**src/rtl/johnson_monitor.sv**
```systemverilog
// Monitors a 4-bit Johnson counter: decodes each sampled code, tracks sequence
// lock with a HUNT/LOCKED FSM, and counts illegal/out-of-sequence samples.
module johnson_monitor #(
  parameter int LOCK_CNT = 2,
  parameter int ERR_W    = 8
) (
  input  logic             clk,
  input  logic             reset,
  input  logic             en,
  input  logic [3:0]       code,
  input  logic             clr_err,
  output logic [2:0]       idx,
  output logic             idx_valid,
  output logic             locked,
  output logic             code_err,
  output logic             seq_err,
  output logic [ERR_W-1:0] err_cnt
);

  typedef enum logic {HUNT = 1'b0, LOCKED = 1'b1} state_t;

  localparam logic [2:0]       LOCK_RUN = 3'(LOCK_CNT);
  localparam logic [ERR_W-1:0] ERR_MAX  = '1;

  state_t           state_q, state_d;
  logic [2:0]       run_q, run_d;
  logic [2:0]       exp_q, exp_d;
  logic [2:0]       idx_q, idx_d;
  logic             idx_valid_q, idx_valid_d;
  logic             code_err_q, code_err_d;
  logic             seq_err_q, seq_err_d;
  logic [ERR_W-1:0] err_cnt_q, err_cnt_d;

  logic             legal;
  logic [2:0]       dec;
  logic             err_ev;

  always_comb begin
    legal = 1'b1;
    dec   = 3'd0;
    case (code)
      4'b0000: dec = 3'd0;
      4'b1000: dec = 3'd1;
      4'b1100: dec = 3'd2;
      4'b1110: dec = 3'd3;
      4'b1111: dec = 3'd4;
      4'b0111: dec = 3'd5;
      4'b0011: dec = 3'd6;
      4'b0001: dec = 3'd7;
      default: legal = 1'b0;
    endcase
  end

  always_comb begin
    state_d     = state_q;
    run_d       = run_q;
    exp_d       = exp_q;
    idx_d       = idx_q;
    idx_valid_d = idx_valid_q;
    code_err_d  = 1'b0;
    seq_err_d   = 1'b0;
    if (en) begin
      if (!legal) begin
        code_err_d  = 1'b1;
        run_d       = 3'd0;
        state_d     = HUNT;
        idx_valid_d = 1'b0;
      end else begin
        idx_d       = dec;
        idx_valid_d = 1'b1;
        exp_d       = dec + 3'd1;
        if (state_q == LOCKED) begin
          if (dec != exp_q) begin
            seq_err_d = 1'b1;
            state_d   = HUNT;
            run_d     = 3'd1;
          end
        end else begin
          // A fresh run starts at 1 from any legal sample; only a run > 0 can extend.
          if (dec == exp_q && run_q != 3'd0) run_d = run_q + 3'd1;
          else                               run_d = 3'd1;
          if (run_d >= LOCK_RUN) state_d = LOCKED;
        end
      end
    end
  end

  assign err_ev = code_err_d | seq_err_d;

  always_comb begin
    err_cnt_d = err_cnt_q;
    if (clr_err)                            err_cnt_d = ERR_W'(err_ev);
    else if (err_ev && err_cnt_q != ERR_MAX) err_cnt_d = err_cnt_q + 1'b1;
  end

  always_ff @(posedge clk or negedge reset) begin
    if (!reset) begin
      state_q     <= HUNT;
      run_q       <= 3'd0;
      exp_q       <= 3'd0;
      idx_q       <= 3'd0;
      idx_valid_q <= 1'b0;
      code_err_q  <= 1'b0;
      seq_err_q   <= 1'b0;
      err_cnt_q   <= '0;
    end else begin
      state_q     <= state_d;
      run_q       <= run_d;
      exp_q       <= exp_d;
      idx_q       <= idx_d;
      idx_valid_q <= idx_valid_d;
      code_err_q  <= code_err_d;
      seq_err_q   <= seq_err_d;
      err_cnt_q   <= err_cnt_d;
    end
  end

  assign idx       = idx_q;
  assign idx_valid = idx_valid_q;
  assign locked    = (state_q == LOCKED);
  assign code_err  = code_err_q;
  assign seq_err   = seq_err_q;
  assign err_cnt   = err_cnt_q;

endmodule

```
**config.mk**
```make
export PLATFORM = sky130hd
export DESIGN_NAME = johnson_monitor
export DESIGN_NICKNAME = d
export VERILOG_FILES = /design/src/rtl/johnson_monitor.sv
export SDC_FILE = /design/constraint.sdc
export NUM_CORES = 1
export LEC_CHECK = 0
export BUFFER_PORTS_ARGS = -buffer_cell sky130_fd_sc_hd__buf_2
export CORE_MARGIN = 2
export CORE_UTILIZATION = 40
export DETAILED_ROUTE_END_ITERATION = 6
export GPL_TIMING_DRIVEN = 0
export PLACE_DENSITY = 0.61
export SYNTH_ARGS = -nofsm -noshare
export SYNTH_HDL_FRONTEND = slang
export SYNTH_SLANG_ARGS = --single-unit
```
**constraint.sdc**
```tcl
create_clock -name clk -period 4.2 [get_ports clk]
set_input_delay 0.42 -clock clk [delete_from_list [all_inputs] [get_ports clk]]
set_output_delay 0.42 -clock clk [all_outputs]
set_load 0.005 [all_outputs]
```
# == Word-level counts from Yosys, hierarchy flattened ==
# Cells that the tools add are included.
# Widths: inputs -> output; s select.
# classes
addsub,3
order_cmp,1
eq_ne,11
n_mux,22
bitwise_logic,1
n_reduce_logical,8
# op_table
cell,n
$mux 3,7
$pmux 3 s7,1
$eq 4x4->1 const B,4
$mux 8,2
$mux 1,12
$add 8x1->8 const B,1
$ne 8x8->1 const B,1
$reduce_or 8->1,1
$add 3x1->3 const B,2
$eq 4x1->1 const B,1
$eq 4x2->1 const B,1
$eq 4x3->1 const B,1
$logic_not 4->1,1
$reduce_and 2->1,2
$eq 3x3->1,1
$ge 3x2->1 const B,1
$ne 3x2->1 const B,1
$ne 3x3->1,1
$reduce_bool 3->1,1
$logic_and 1x1->1,2
$reduce_bool 2->1,1
$or 1x1->1,1
# totals
register_bits,21
input_bits,8
out_inout_bits,15
elab_cells,54

# == Logic depth before layout (Yosys ltp) ==
# depth
word_depth,12
depth_mapped,8
mapped_depth_nobuf,6

# == Least setup slack after synthesis ==
# OpenSTA, ideal clock, no wires.
# synth_path
path_type,input-to-reg
startpoint,input port code[2]
endpoint,"register err_cnt_q[5], in the netlist err_cnt[5]"
setup_time_ps,128
t_arrival_ps,2275
required_ps,4072
slack_ps,1798
stages,8
n_path_buf,2
path_cell_list,buf_4 > and3b_1 > or3_1 > a222oi_1 > o21a_1 > buf_6 > nor4_1 > mux2_1
# synth_via
elab_chain_cells,10
word_cells_on_any_way,21
classes_between,eq/ne: 8; mux: 8; bitwise: 1; reduce/logical: 4
# synth_rtl
item,line,text
"start, declared",10,"input logic [3:0] code,"
$eq 4x1->1 (tied with other cells),41,case (code)
$pmux 3 s7,41,
$ne 3x3->1,73,if (dec != exp_q) begin
$mux 1,73,
$mux 1,72,if (state_q == LOCKED) begin
$mux 1,63,if (!legal) begin
$mux 1,62,if (en) begin
$or 1x1->1 (*),88,assign err_ev = code_err_d | seq_err_d;
$logic_and 1x1->1 (*),93,else if (err_ev && err_cnt_q != ERR_MAX) err_cnt_d = err_cnt_q + 1'b1;
$reduce_bool 2->1 (no source line) (*),-,
"end signal, assigned",114,err_cnt_q <= err_cnt_d;
"end, declared",32,"logic [ERR_W-1:0] err_cnt_q, err_cnt_d;"
# Every way passes the cells marked *; elsewhere a longest branch is shown, timed or not.
# A chain may end at the register's enable or synchronous reset.

# == Final worst setup path ==
# layout_path
startpoint,register exp_q[2]
endpoint,"register err_cnt_q[7], in the netlist err_cnt[7]"
# layout_via
elab_chain_cells,8
# layout_rtl
item,line,text
"start, declared",27,"logic [2:0] exp_q, exp_d;"
"start signal, assigned",109,exp_q <= exp_d;
$ne 3x3->1,73,
$mux 1,73,
$mux 1,72,
$mux 1,63,
$mux 1,62,
$or 1x1->1,88,
$logic_and 1x1->1,93,
$reduce_bool 2->1 (no source line),-,
# Every way passes these cells.

==> reports/results.ini <==
[synth]
synth-seq-cells=21
synth_area_leaders=dfrtp_1 (41%), nand2_1 (4.4%), ha_1 (3.9%), nor2_1 (3.8%), a21oi_1 (3.5%)
synth_cell_type_count=46
synth_top_area_share=0.4086
synth.avg_cell_area_um2=9.253
yosysWarnings=0
syn-num-nets=151
synth_area_leader_cell=dfrtp_1
netlist_instances=139
synth_seq_area_share=0.4086
synth_area_um2=1286

[global_routing]
grt_max_degree=22
grt_usage=0.1576
overflow=0
grt_pass1_wl_um=4333
grt_pass1_vias=981
antenna_found_initial=0

[worst_setup_path]
crit_type=reg -> reg
path_delay_family=compound AO/OA/AOI/OAI gates
worstSetupStartpointType=flop
r2r_start=exp_q[2]
worstPathArrival_ns=2.65
critPathBufInv=1
reg2reg_depth=7
crit_start=exp_q[2]
worstPathCellList=or3b_1, a21o_1, a222oi_1, o21a_1, buf_6, nor4_1, mux2_1
rrSetupSlack_ns=1.76
max_stage_delay_ns=0.64
cp_slowest_cell=a222oi_1
endpoint_kind=flop
reg2reg_to=err_cnt[7]
critical_path_required_ns=4.41
crit_fanout=10

[placed_design]
dpl_worst_slack_ns=1.481
place_congestion=0.7569
hpwl_um=1907
numPortBuffers=20

[floorplanning]
rows=20
die_area_um2=3685
start_util=0.4213
die_w_um=60.71
die_h_um=60.71
io_pins=23
core_area_um2=3053

[routing]
vias=1073
drc=0
viasPerCell=5.184
drt-initial-drc-count=57
antenna_left=0
routedWlPerCell_um=12.20
routed_wl_um=2526
dr.pass1.iters=4

[timing]
skew_ns=0.005756
finalSetupViolations=0
finalCritPeriodShare=0.5812
maxSlewViolCount=0
min_period_ns=2.441
maxSlewHeadroom=0.4488
hold_violations=0
final.setup.tns_ns=0
grt_setup_unrepaired=false
worst_slew_pin_slew_ns=0.8268
setup_slack_ns=1.759
max_freq_ghz=0.4096

[cts]
hold_buffers=0
ctsLongestPathBuffers=2
clk_latency_ns=0.31
cts_setup_buffers=0
cts_tree=done
cts_resized=0
root_buffer=clkbuf_4
htreeDepth=1
clkSlewWorstSetupHoldPaths_ns=0.12
clock-sinks=21
numCtsBuffers=3

[final_layout]
areaGrowthSynthToFinish_pct=14.40
layout_commonest_cell=dfrtp_1
fillers=320
final_nets=176
final_core_util=0.4820
final_cell_mix=dfrtp_1 (21), buf_2 (20), nand2_1 (15), nor2_1 (13), a21oi_1 (9)
drive_above_1_share=0.1902
diodes=0

[run_status]
status=finished clean

[power]
p_leak_nw=0.6925
vdd_drop_max_mv=0.1947
powerDensity_nw_per_um2=313.9

[hold_path]
hold_class=in -> async

[run]
cap_viol_max_count=0

[kinds of logic after synthesis]
logic type,after synthesis,synth area share
flops,21,0.4086
mux,8,0.07296
buf+inv,15,0.06420
fa+ha+maj,4,0.03891
compound gates,30,0.1547
xor+xnor,4,0.02724
simple gates,57,0.2335
[through the flow]
stage          power (mW)  instance area (um^2)  std cells  hold slack [ns]
2_1_floorplan      0.3239                  1286        139           0.1244
3_3_place_gp       0.3597                  1441        203           0.4026
3_5_place_dp       0.3644                  1441        203           0.4071
4_1_cts            0.4682                  1471        207          0.04744
5_1_grt            0.4971                  1471        207          0.05817
6_report           0.4619                  1471        207          0.03587
[sequential cells by signal, indices dropped and copies added (netlist names)]
| register | cells |
|---|---|
| exp_q | 3 |
| seq_err | 1 |
| code_err | 1 |
| idx | 3 |
| idx_valid | 1 |
| err_cnt | 8 |
| run_q | 3 |
| locked | 1 |
[worst max path at each step]
| stage | endpoint | slack, ns | cells past startpoint |
|---|---|---|---|
| floorplan | err_cnt[5] | 1.80 | 8 |
| global placement | err_cnt[7] | 1.49 | 9 |
| detailed placement | err_cnt[7] | 1.48 | 9 |
| CTS | err_cnt[7] | 1.75 | 7 |
| global route | err_cnt[7] | 1.59 | 7 |
| finish | err_cnt[7] | 1.76 | 7 |
[cell type report]
| class | count | area, um^2 | area share |
|---|---|---|---|
| inverters | 9 | 33.78 | 0.02296 |
| well taps | 44 | 55.05 | 0.03741 |
| plain buffers | 6 | 48.80 | 0.03316 |
| clock buffers | 3 | 22.52 | 0.01531 |
| flip-flops and latches | 21 | 525.5 | 0.3571 |
| repair buffers | 20 | 100.1 | 0.06803 |
| clock inverters | 1 | 7.507 | 0.005102 |
| multi-input cells | 103 | 678.2 | 0.4609 |
[Yosys cell counts (all sizes together)]
cell type / instances
dfrtp: 21
nand2: 15
nor2: 13
a21oi: 9
inv: 9
o21ai: 6
buf: 5
mux2: 5
ha: 4
nand3: 4
mux2i: 3
nor2b: 3
nor4: 3
a22o: 2
and3: 2
nand2b: 2
nand3b: 2
nor3b: 2
o21a: 2
o31ai: 2
or3: 2
or4: 2
xnor2: 2
xor2: 2
a21boi: 1
a21o: 1
a222oi: 1
a2bb2oi: 1
a31o: 1
a31oi: 1
a41oi: 1
and2: 1
and3b: 1
and4: 1
clkbuf: 1
nand4bb: 1
nor3: 1
o311a: 1
o32ai: 1
or2: 1
or3b: 1
[worst reg2reg max path: stages, from the launching register on]
cell	delay [ns]
dfrtp_1	0.45
or3b_1	0.37
a21o_1	0.17
a222oi_1	0.64
o21a_1	0.21
buf_6	0.13
nor4_1	0.06
mux2_1	0.31
[report_power, final]
part / total, mW / leakage [nW] / internal (mW) / switching (mW)
registers: 0.243 / 0.274 / 0.223 / 0.0201
logic: 0.117 / 0.404 / 0.0537 / 0.0628
clock network: 0.102 / 0.0139 / 0.0364 / 0.0660
[routing by layer]
metal | up-vias | routed length, um | GRT usage
li1 | 541 | - | -
met3 | 7 | 75 | 0.01919
met1 | 503 | 1158 | 0.2149
met2 | 22 | 1231 | 0.2488
met4 | 0 | 61 | 0.07764
met5 | - | 0 | 0
Power figures use the tool's default switching activity.
